===== src/rtl/iob_iob2wishbone_pkg.sv =====
// ----------------------------------------------------------------------------
// iob_iob2wishbone_pkg
//   Shared definitions for the IOb-to-Wishbone bridge: the 2-bit FSM state
//   type and its encodings. The same encodings are used by the companion
//   Wishbone-to-IOb bridge, so keep them stable.
// ----------------------------------------------------------------------------
package iob_iob2wishbone_pkg;

  typedef logic [1:0] state_t;

  localparam state_t ST_IDLE = 2'd0;  // waiting for an IOb request
  localparam state_t ST_BUSY = 2'd1;  // Wishbone cycle in progress
  localparam state_t ST_RESP = 2'd2;  // one-cycle IOb completion

endpackage : iob_iob2wishbone_pkg


===== src/rtl/iob_iob2wishbone_timeout.sv =====
// ----------------------------------------------------------------------------
// iob_iob2wishbone_timeout
//   Watchdog for a Wishbone cycle. The counter is cleared when a transfer is
//   accepted and counts the BUSY cycles already elapsed. expired_o rises in the
//   TIMEOUT_CYCLES-th BUSY cycle, so cyc/stb drop after exactly TIMEOUT_CYCLES
//   cycles. TIMEOUT_CYCLES must be at least 1.
// Ports
//   clk_i      clock
//   arst_n_i   asynchronous active-low reset
//   clear_i    transfer accepted this cycle (BUSY starts next cycle)
//   busy_i     bridge is in BUSY
//   expired_o  BUSY cycle budget used up in this cycle
// ----------------------------------------------------------------------------
module iob_iob2wishbone_timeout #(
  parameter int unsigned TIMEOUT_CYCLES = 256
) (
  input  logic clk_i,
  input  logic arst_n_i,
  input  logic clear_i,
  input  logic busy_i,
  output logic expired_o
);

  localparam int unsigned CNT_W = $clog2(TIMEOUT_CYCLES + 1);
  localparam logic [CNT_W-1:0] LAST_C = CNT_W'(TIMEOUT_CYCLES - 1);

  logic [CNT_W-1:0] count_r;
  logic             expired_s;

  // Expiry decode: last allowed BUSY cycle reached.
  always_comb begin
    expired_s = busy_i & (count_r == LAST_C);
  end

  assign expired_o = expired_s;

  // BUSY-cycle counter; holds at the last value so it never wraps.
  always_ff @(posedge clk_i or negedge arst_n_i) begin
    if (!arst_n_i) begin
      count_r <= {CNT_W{1'b0}};
    end else if (clear_i) begin
      count_r <= {CNT_W{1'b0}};
    end else if (busy_i && !expired_s) begin
      count_r <= count_r + CNT_W'(1);
    end
  end

endmodule : iob_iob2wishbone_timeout


===== src/rtl/iob_iob2wishbone.sv =====
// ----------------------------------------------------------------------------
// iob_iob2wishbone
//   Bridge from an IOb slave port to a classic (B3) Wishbone master port.
//   One transfer at a time, all outputs registered.
//   Optional feature macro: IOB2WB_TIMEOUT_EN -- aborts a Wishbone cycle that
//   sees no ack/err within TIMEOUT_CYCLES BUSY cycles (ends with error_o=1).
// Ports
//   clk_i, arst_n_i          clock, asynchronous active-low reset
//   valid_i                  IOb request pulse
//   address_i/wdata_i        IOb address / write data
//   wstrb_i                  IOb byte strobes, zero means read
//   rdata_o/ready_o/error_o  IOb response (ready_o pulses once per request)
//   wb_addr_o..wb_data_o     Wishbone master outputs (registered)
//   wb_data_i/wb_ack_i       Wishbone read data / acknowledge
//   wb_error_i               Wishbone error termination
// ----------------------------------------------------------------------------
module iob_iob2wishbone
  import iob_iob2wishbone_pkg::*;
#(
  parameter int unsigned       ADDR_W         = 32,
  parameter int unsigned       DATA_W         = 32,
  parameter int unsigned       TIMEOUT_CYCLES = 256,
  parameter logic [DATA_W-1:0] ERR_RDATA      = {DATA_W{1'b0}}
) (
  input  logic                clk_i,
  input  logic                arst_n_i,
  input  logic                valid_i,
  input  logic [ADDR_W-1:0]   address_i,
  input  logic [DATA_W-1:0]   wdata_i,
  input  logic [DATA_W/8-1:0] wstrb_i,
  output logic [DATA_W-1:0]   rdata_o,
  output logic                ready_o,
  output logic                error_o,
  output logic [ADDR_W-1:0]   wb_addr_o,
  output logic [DATA_W/8-1:0] wb_select_o,
  output logic                wb_we_o,
  output logic                wb_cyc_o,
  output logic                wb_stb_o,
  output logic [DATA_W-1:0]   wb_data_o,
  input  logic [DATA_W-1:0]   wb_data_i,
  input  logic                wb_ack_i,
  input  logic                wb_error_i
);

  localparam int unsigned SEL_W = DATA_W / 8;

  state_t              state_r;
  state_t              state_next_s;
  logic                accept_s;
  logic                busy_s;
  logic                done_s;
  logic                fail_s;
  logic                expired_s;
  logic [DATA_W-1:0]   rdata_next_s;

  logic [ADDR_W-1:0]   wb_addr_r;
  logic [SEL_W-1:0]    wb_select_r;
  logic                wb_we_r;
  logic                wb_cyc_r;
  logic [DATA_W-1:0]   wb_data_r;
  logic [DATA_W-1:0]   rdata_r;
  logic                ready_r;
  logic                error_r;

  // FSM decode: a request is accepted in IDLE or RESP only (BUSY ignores valid_i).
  always_comb begin
    accept_s     = 1'b0;
    state_next_s = state_r;
    busy_s       = (state_r == ST_BUSY);
    // ack, err or watchdog expiry ends the cycle; err always wins, ack beats expiry.
    done_s       = busy_s & (wb_ack_i | wb_error_i | expired_s);
    fail_s       = wb_error_i | ~wb_ack_i;
    case (state_r)
      ST_IDLE: begin
        if (valid_i) begin
          accept_s     = 1'b1;
          state_next_s = ST_BUSY;
        end else begin
          state_next_s = ST_IDLE;
        end
      end
      ST_BUSY: begin
        if (done_s) begin
          state_next_s = ST_RESP;
        end else begin
          state_next_s = ST_BUSY;
        end
      end
      ST_RESP: begin
        if (valid_i) begin
          accept_s     = 1'b1;
          state_next_s = ST_BUSY;
        end else begin
          state_next_s = ST_IDLE;
        end
      end
      default: begin
        accept_s     = 1'b0;
        state_next_s = ST_IDLE;
      end
    endcase
  end

  // Response data selection: error value, zero for writes, slave data for reads.
  always_comb begin
    rdata_next_s = {DATA_W{1'b0}};
    if (fail_s) begin
      rdata_next_s = ERR_RDATA;
    end else if (wb_we_r) begin
      rdata_next_s = {DATA_W{1'b0}};
    end else begin
      rdata_next_s = wb_data_i;
    end
  end

`ifdef IOB2WB_TIMEOUT_EN
  iob_iob2wishbone_timeout #(
    .TIMEOUT_CYCLES (TIMEOUT_CYCLES)
  ) u_timeout (
    .clk_i     (clk_i),
    .arst_n_i  (arst_n_i),
    .clear_i   (accept_s),
    .busy_i    (busy_s),
    .expired_o (expired_s)
  );
`else
  // Without the watchdog BUSY waits for ack/err indefinitely.
  logic [31:0] timeout_cycles_unused_s;
  assign timeout_cycles_unused_s = 32'(TIMEOUT_CYCLES);
  assign expired_s               = 1'b0;
`endif

  // FSM state register.
  always_ff @(posedge clk_i or negedge arst_n_i) begin
    if (!arst_n_i) begin
      state_r <= ST_IDLE;
    end else begin
      state_r <= state_next_s;
    end
  end

  // Wishbone request registers: loaded on accept, stable for the whole cycle.
  always_ff @(posedge clk_i or negedge arst_n_i) begin
    if (!arst_n_i) begin
      wb_addr_r   <= {ADDR_W{1'b0}};
      wb_select_r <= {SEL_W{1'b0}};
      wb_we_r     <= 1'b0;
      wb_data_r   <= {DATA_W{1'b0}};
    end else if (accept_s) begin
      wb_addr_r   <= address_i;
      wb_select_r <= (|wstrb_i) ? wstrb_i : {SEL_W{1'b1}};
      wb_we_r     <= |wstrb_i;
      wb_data_r   <= wdata_i;
    end
  end

  // cyc/stb: raised on accept, dropped on the edge after termination.
  always_ff @(posedge clk_i or negedge arst_n_i) begin
    if (!arst_n_i) begin
      wb_cyc_r <= 1'b0;
    end else if (accept_s) begin
      wb_cyc_r <= 1'b1;
    end else if (done_s) begin
      wb_cyc_r <= 1'b0;
    end
  end

  // IOb response registers; rdata holds until the next completion.
  always_ff @(posedge clk_i or negedge arst_n_i) begin
    if (!arst_n_i) begin
      rdata_r <= {DATA_W{1'b0}};
      ready_r <= 1'b0;
      error_r <= 1'b0;
    end else begin
      ready_r <= done_s;
      error_r <= done_s & fail_s;
      if (done_s) begin
        rdata_r <= rdata_next_s;
      end
    end
  end

  assign wb_addr_o   = wb_addr_r;
  assign wb_select_o = wb_select_r;
  assign wb_we_o     = wb_we_r;
  assign wb_cyc_o    = wb_cyc_r;
  assign wb_stb_o    = wb_cyc_r;
  assign wb_data_o   = wb_data_r;
  assign rdata_o     = rdata_r;
  assign ready_o     = ready_r;
  assign error_o     = error_r;

endmodule : iob_iob2wishbone


===== config.mk =====
export PLATFORM = sky130hd
export DESIGN_NAME = iob_iob2wishbone
export DESIGN_NICKNAME = d
export VERILOG_FILES = /design/src/rtl/iob_iob2wishbone_pkg.sv /design/src/rtl/iob_iob2wishbone_timeout.sv /design/src/rtl/iob_iob2wishbone.sv
export SDC_FILE = /design/constraint.sdc
export NUM_CORES = 1
export LEC_CHECK = 0
export ABC_AREA = 1
export ABC_CLOCK_PERIOD_IN_PS = 1000
export CAP_MARGIN = 15
export CORE_UTILIZATION = 37
export CTS_CLUSTER_DIAMETER = 200
export CTS_CLUSTER_SIZE = 30
export DETAILED_ROUTE_END_ITERATION = 7
export GPL_ROUTABILITY_DRIVEN = 1
export GPL_TIMING_DRIVEN = 0
export PLACE_DENSITY = 0.77
export SLEW_MARGIN = 10
export SYNTH_ARGS = -nofsm -noshare
export SYNTH_HDL_FRONTEND = slang
export SYNTH_HIERARCHICAL = 1
export SYNTH_SLANG_ARGS = --single-unit
export TNS_END_PERCENT = 50

===== constraint.sdc =====
create_clock -name clk_i -period 1 [get_ports clk_i]
set_input_delay 0.25 -clock clk_i [delete_from_list [all_inputs] [get_ports clk_i]]
set_output_delay 0.25 -clock clk_i [all_outputs]
set_load 0.01 [all_outputs]

==> impl_metrics.ini <==
[run_status]
status = finished, violations left
violations = negative hold slack, negative setup slack

[timing]
worst_slack_ps = -241
final_hold_viol_count = 45
relSlewSlack_pct = 69.8
slew_viol_final = 0
fin_crit_sh_pct = 124
skew_ps = 7.79
setup_viol = 209
worstMarginPinSlew_ps = 453
period_needed_ps = 1240
fmax_mhz = 806
rsz0062_at_grt = yes
hold_ws_ps = -174

[drt]
drtIter0Drc = 214
antenna_left = 0
route.met3.wl_um = 873
drt-vias-per-instance = 4.52
met2_length_mm = 6.54
wl_met1_mm = 5.11
drt_wl_total_mm = 12.8
dr.max_layer_used = met4
dr.pass1.iters = 5
drc = 0
route.vias.total = 4248
wl_per_cell_um = 13.6

[worst_setup_path]
reg2reg_slack_ps = -200
critical_path_cell_count = 2
cp_num_buf_inv = 2
crit_chain = buf_6, buf_6
critPathTopFamily = flip-flops
endpoint = wb_stb_o
reg2reg_from = state_r[0]
reg2regPathDepth = 6
crit_arrival_ps = 990
max_stage_delay_ps = 420
critical_path.startpoint_type = register
path_class = reg -> out
critPathRequiredTime_ps = 750
timing.rr.end = rdata_o[20]
slowest_stage = dfrtp_1
cpMostUsedCell = buf_6
worst_setup_path_end_kind = output pin
cp_max_fo = 3
critPathLaunch = wb_cyc_o

[yosys]
ys.warnings.count = 6
seq_area_frac_synth_pct = 61.9
ys_ff_latch = 106
synth_cell_types = 11
synth_nets = 633
netlist_area_mm2 = 0.00429
syn_inst = 528
avgSynthCellArea_um2 = 8.12

[floorplanning]
row_count = 38
io_pins = 210
die_w_um = 110
start_util_pct = 38.7
chipHeight_um = 110
core_mm2 = 0.0111
dieArea_mm2 = 0.0120

[run]
cap_violations = 0

[cts]
cts.sinks = 106
clk_latency_ps = 340
clk_pin_slew_worst_paths_ps = 70
clockBufferDepth = 2
numCtsBuffers = 9
cts_tree = done
cts_root_buffer = clkbuf_16
htreeDepth = 3

[hold_path]
hold_class = in -> async

[global_routing]
antenna_found_initial = 0
grt_util_all_layers_pct = 20.9
grt.overflow.total = 0
grt_max_degree = 62
grt_pass1_wl_mm = 19.2
grt_pass1_vias = 4165

[placement]
gp_congestion = 0.795
io_buffers = 209
dp.final_hpwl_mm = 8.95

[finish]
multi_input_area_mm2 = 0.00149
drive_gt1_share_pct = 26.3
syn_to_final_growth_pct = 68.3
final-seq-area_mm2 = 0.00265
fillers = 955
num-nets-final = 899
diodes = 0

[power]
power.density_mw_per_mm2 = 1720
worst_ir_drop_vdd_uv = 1000
p_total_mw = 12.4
power.leakage_nw = 3.96
## sequential cells by signal, indices dropped and copies added (netlist names)
signal and flops:
rdata_o 32, wb_addr_o 32, wb_data_o 32, wb_select_o 4, state_r 2, error_o 1, ready_o 1, wb_cyc_o 1
wb_we_o 1
## routing by layer
layer	up-vias	GRT usage, %
li1	2099	-
met2	136	36.4
met3	19	5.10
met5	-	0
met1	1994	24.7
met4	0	8.48
## cell families after synthesis
group                  after synthesis  synth area share, %
AO/OA/AOI/OAI                        2                0.234
AND/OR/NAND/NOR                    382                 33.7
buffers and inverters               38                 4.18
flip-flops                         106                 61.9
## cell usage after synthesis
cell	instances	area share, %
buf_2	17	2.0
buf_4	4	0.70
clkbuf_1	6	0.53
dfrtp_1	106	62
inv_1	9	0.79
inv_2	2	0.18
nand2_1	343	30
nor2_1	37	3.2
nor2_2	1	0.15
nor2_4	1	0.26
o21ai_0	2	0.23
## cell type report
class | instances | share of cell area, %
clock buffers | 11 | 3.50
multi-input cells | 384 | 20.6
clock inverters | 5 | 0.867
plain buffers | 27 | 4.13
flip-flops and latches | 106 | 36.8
repair buffers | 255 | 31.0
well taps | 140 | 2.43
inverters | 11 | 0.642
## cells in the final DEF (no fill, tap or decap), drive strengths merged
master         instances
nand2                343
clkinv                 2
inv                   11
bufinv                 1
clkdlybuf4s50        102
o21ai                  2
buf                  166
dfrtp                106
clkbuf                24
dlymetal6s2s           1
clkinvlp               2
nor2                  39
## what timing repair did
action | CTS | global route
pin swaps | 2 | 7
gates cloned | 0 | 3
buffers inserted | 28 | 14
setup endpoints to repair | 209 | 209
resized for setup | 466 | 47
endpoints found under the hold margin | 45 | 45
## worst reg2reg max path, stage by stage (launching register included)
cell	delay [ps]
dfrtp_1	410
nand2_2	110
nor2_4	210
inv_4	100
buf_6	160
nand2_1	50
nand2_1	50
## worst min path at each step
stage	start	end	slack [ps]	cells after the start
finish	arst_n_i	rdata_o[27]	-170	1
global route	arst_n_i	rdata_o[27]	-140	1
CTS	arst_n_i	rdata_o[27]	-150	1
detailed placement	arst_n_i	rdata_o[27]	210	1
global placement	rdata_o[10]	rdata_o[10]	450	2
floorplan	arst_n_i	error_o	-50	0
## through the flow
stage | setup slack, ps | TNS [ps] | cell area (µm²) | std cells | util, %
after floorplan | -54.6 | -2250 | 4350 | 528 | -
after global placement | -4330 | -527050 | 6620 | 877 | 59.7
after detailed placement | -634 | -71070 | 6650 | 878 | 60.0
after CTS | -252 | -22970 | 6860 | 922 | 61.9
after global routing | -281 | -36070 | 7210 | 939 | 65.1
final | -241 | -25640 | 7210 | 939 | 65.1
## report_power, final
part / internal, mW / switching [mW]
logic: 1.88 / 1.60
clock network: 2.09 / 1.58
registers: 4.89 / 0.366
total: 8.86 / 3.55
Note: power is estimated with default switching activity, not from simulation.
==> patch (config.mk and constraints unchanged) <==
Set the parameter `DATA_W` to 64 (it was 32).
--- a/src/rtl/iob_iob2wishbone.sv
+++ b/src/rtl/iob_iob2wishbone.sv
@@ -20,3 +20,3 @@
   parameter int unsigned       ADDR_W         = 32,
-  parameter int unsigned       DATA_W         = 32,
+  parameter int unsigned       DATA_W         = 64,
   parameter int unsigned       TIMEOUT_CYCLES = 256,
Interface: changed (6 resized); port bits go from 210 to 346. No check against the original RTL was run, so the function may have changed too.
==> patch against the unedited design <==
  * The run still ends with negative hold slack, negative setup slack left
  * Largest power group unchanged
  * Register-to-register slack worse by 0.16 ns
  * Cell area grew 76%
  * Power grew 71%
  * Setup slack worse by 0.12 ns
  * Critical path type is now flop to flop
  * Sequential cell count rose by 68
  * Routed wire length is 100% higher
  * Area after synthesis increased by 60%
  * Die area increased by 59%
  * Sequential share of layout area down 2.5 points
==> patch: results (changes against the unedited design) <==
| Metric | Value |
|---|---|
| Most instantiated cells after synthesis | nand2_1, dfrtp_1, inv_1 |
| GR Layer Usage met3 | 0.0714 (+0.0204) |
| Number of distinct standard cells referenced by the synthesized netlist | 19 (+8) |
| Endpoint of the worst-slack reg-to-reg timing path | rdata_o[34] |
| Synthesized netlist cell count | 760 (+44%) |
| Placed Instance Area | 10700 µm² (+60%) |
| Leak | 6.37 nW (+61%) |
| Final setup TNS | -80.30 ns (-54.66 ns) |
| Number of diodes | 0 (unchanged) |
| Fraction of final layout cells sized beyond drive strength 1 | 0.393 (+0.130) |
| Least-Margin Pin Slew | 0.800 ns (+0.347 ns) |
| Hold Worst Slack | -0.181 ns (-0.00681 ns) |
| Number of standard cells in the layout, taps in and fillers out | 1450 (+54%) |
| Met2 track demand over resource in global routing | 0.415 (+0.0509) |
| Deepest level of the CTS H-tree | 4 (+1) |
| Register area share after synthesis | 0.636 (+0.0166) |
| Internal Pwr Total | 14.8 mW (+67%) |
| Initial DRC Count | 340 (+59%) |
| Detailed-route vias per instance | 4.82 (+6.5%) |
| DP Cell Count | 1335 (+52%) |
| Latest clock arrival within the worst-skew pair | 0.43 ns (+0.09 ns) |
| Buffer levels on the longest clock path | 2 (unchanged) |
| Cell depth of the worst flop-to-flop path | 7 (+1) |
| Number of optimization iterations in the first detailed-route pass | 4 (-1) |
| Overall track demand over capacity in global routing | 0.238 (+0.0293) |
| Violations in the final reports | negative hold slack, negative setup slack |
| Final weighted congestion of routability-driven global placement | 0.825 (+3.8%) |
| Number of global-route vias before repair | 6781 (+63%) |
| Clk pwr share | 0.303 (+0.007) |
| Combinational power | 6.21 mW (+78%) |
| Combinational power share | 0.292 (+0.011) |
| Reg-to-reg critical path startpoint | state_r[0] |
| Number of setup violations in the final report | 345 (+65%) |
| Drt total wl | 25700 µm (+100%) |
| Crit Path Max Fanout | 5 (+2) |
| Most frequent cell after synthesis | nand2_1 |
| Result of the run | complete, but fails checks |
| Post-layout net count | 1383 (+54%) |
| Total half-perimeter wirelength after legalization and detailed placement | 15700 µm (+76%) |
| Clock tree skew after final layout | 0.0105 ns (+0.00276 ns) |
| Cts bufs inserted | 17 (+8) |
| FFs w/ async S/R, synth | 1.00 (unchanged) |
| Largest net degree at the start of global routing | 102 (+65%) |
| Hold Violations, Final | 100 (+120%) |
| Clock edge transition at the registers on the reported setup and hold paths | 0.07 ns (about the same) |
| Crit path DAT | 1.69 ns (+0.70 ns) |
| Port Buf Inserts | 345 (+65%) |
| Routing usage on met1 | 0.276 (+0.0292) |
| Worst slack after detailed placement | -0.852 ns (-0.219 ns) |
| Global-route wire length before repair | 35600 µm (+85%) |
| Largest vdd supply drop | 1.19 mV (+19%) |
| Nets in the synthesized netlist | 933 (+47%) |
| Top cells by area, synth | dfrtp_1, nand2_1, o21ai_0, nand3_1, inv_1 |
| Count of synthesis-stage warnings from yosys | 6 (unchanged) |
| Final setup margin | -0.357 ns (-0.116 ns) |
| Post-synth EDFFs | 0 (unchanged) |
[patch: cell families after synthesis]
logic type | synth area share
DFF | 0.636
AOI/OAI and AO/OA | 0.0594
buffers and inverters | 0.0785
and+or+nand+nor | 0.226
[patch: worst max path at each step]
stage               startpoint        endpoint  slack, ns
finish              state_r[0]     rdata_o[34]      -0.36
global route        state_r[0]     rdata_o[34]      -0.44
CTS                 state_r[0]  wb_select_o[3]      -0.34
detailed placement     valid_i    wb_data_o[1]      -0.85
global placement      arst_n_i         wb_we_o      -8.23
floorplan              wb_we_o     rdata_o[56]      -0.22
[patch: what timing repair did]
action / CTS / global route
buffers inserted: 55 / 8
setup endpoints to repair: 345 / 345
hold endpoints to repair: 100 / 100
gates cloned: 3 / 21
gates resized for setup: 811 / 234
pin swaps: 2 / 30
[patch: layout make-up]
type | count | area (µm²)
Timing Repair Buffer | 433 | 4070
Inverter | 78 | 295
Multi-Input combinational cell | 465 | 2620
Clock inverter | 12 | 113
Sequential cell | 174 | 4360
Fill cell | 1306 | 5310
Tap cell | 229 | 287
Clock buffer | 18 | 439
Buffer | 41 | 538
[patch: worst max-delay path, cell delays in order (launching register included)]
cell and delay [ns]:
dfrtp_2 0.43, nand2_4 0.08, a21oi_4 0.16, buf_12 0.14, buf_12 0.13, buf_8 0.12
nand3_1 0.08, o21ai_1 0.11
[patch: layer usage]
layer  part of all wire  vias to the layer above
li1                   -                     3250
met1               0.37                     3379
met2               0.53                      306
met3              0.070                       51
met4              0.030                        0
met5                  0                        -
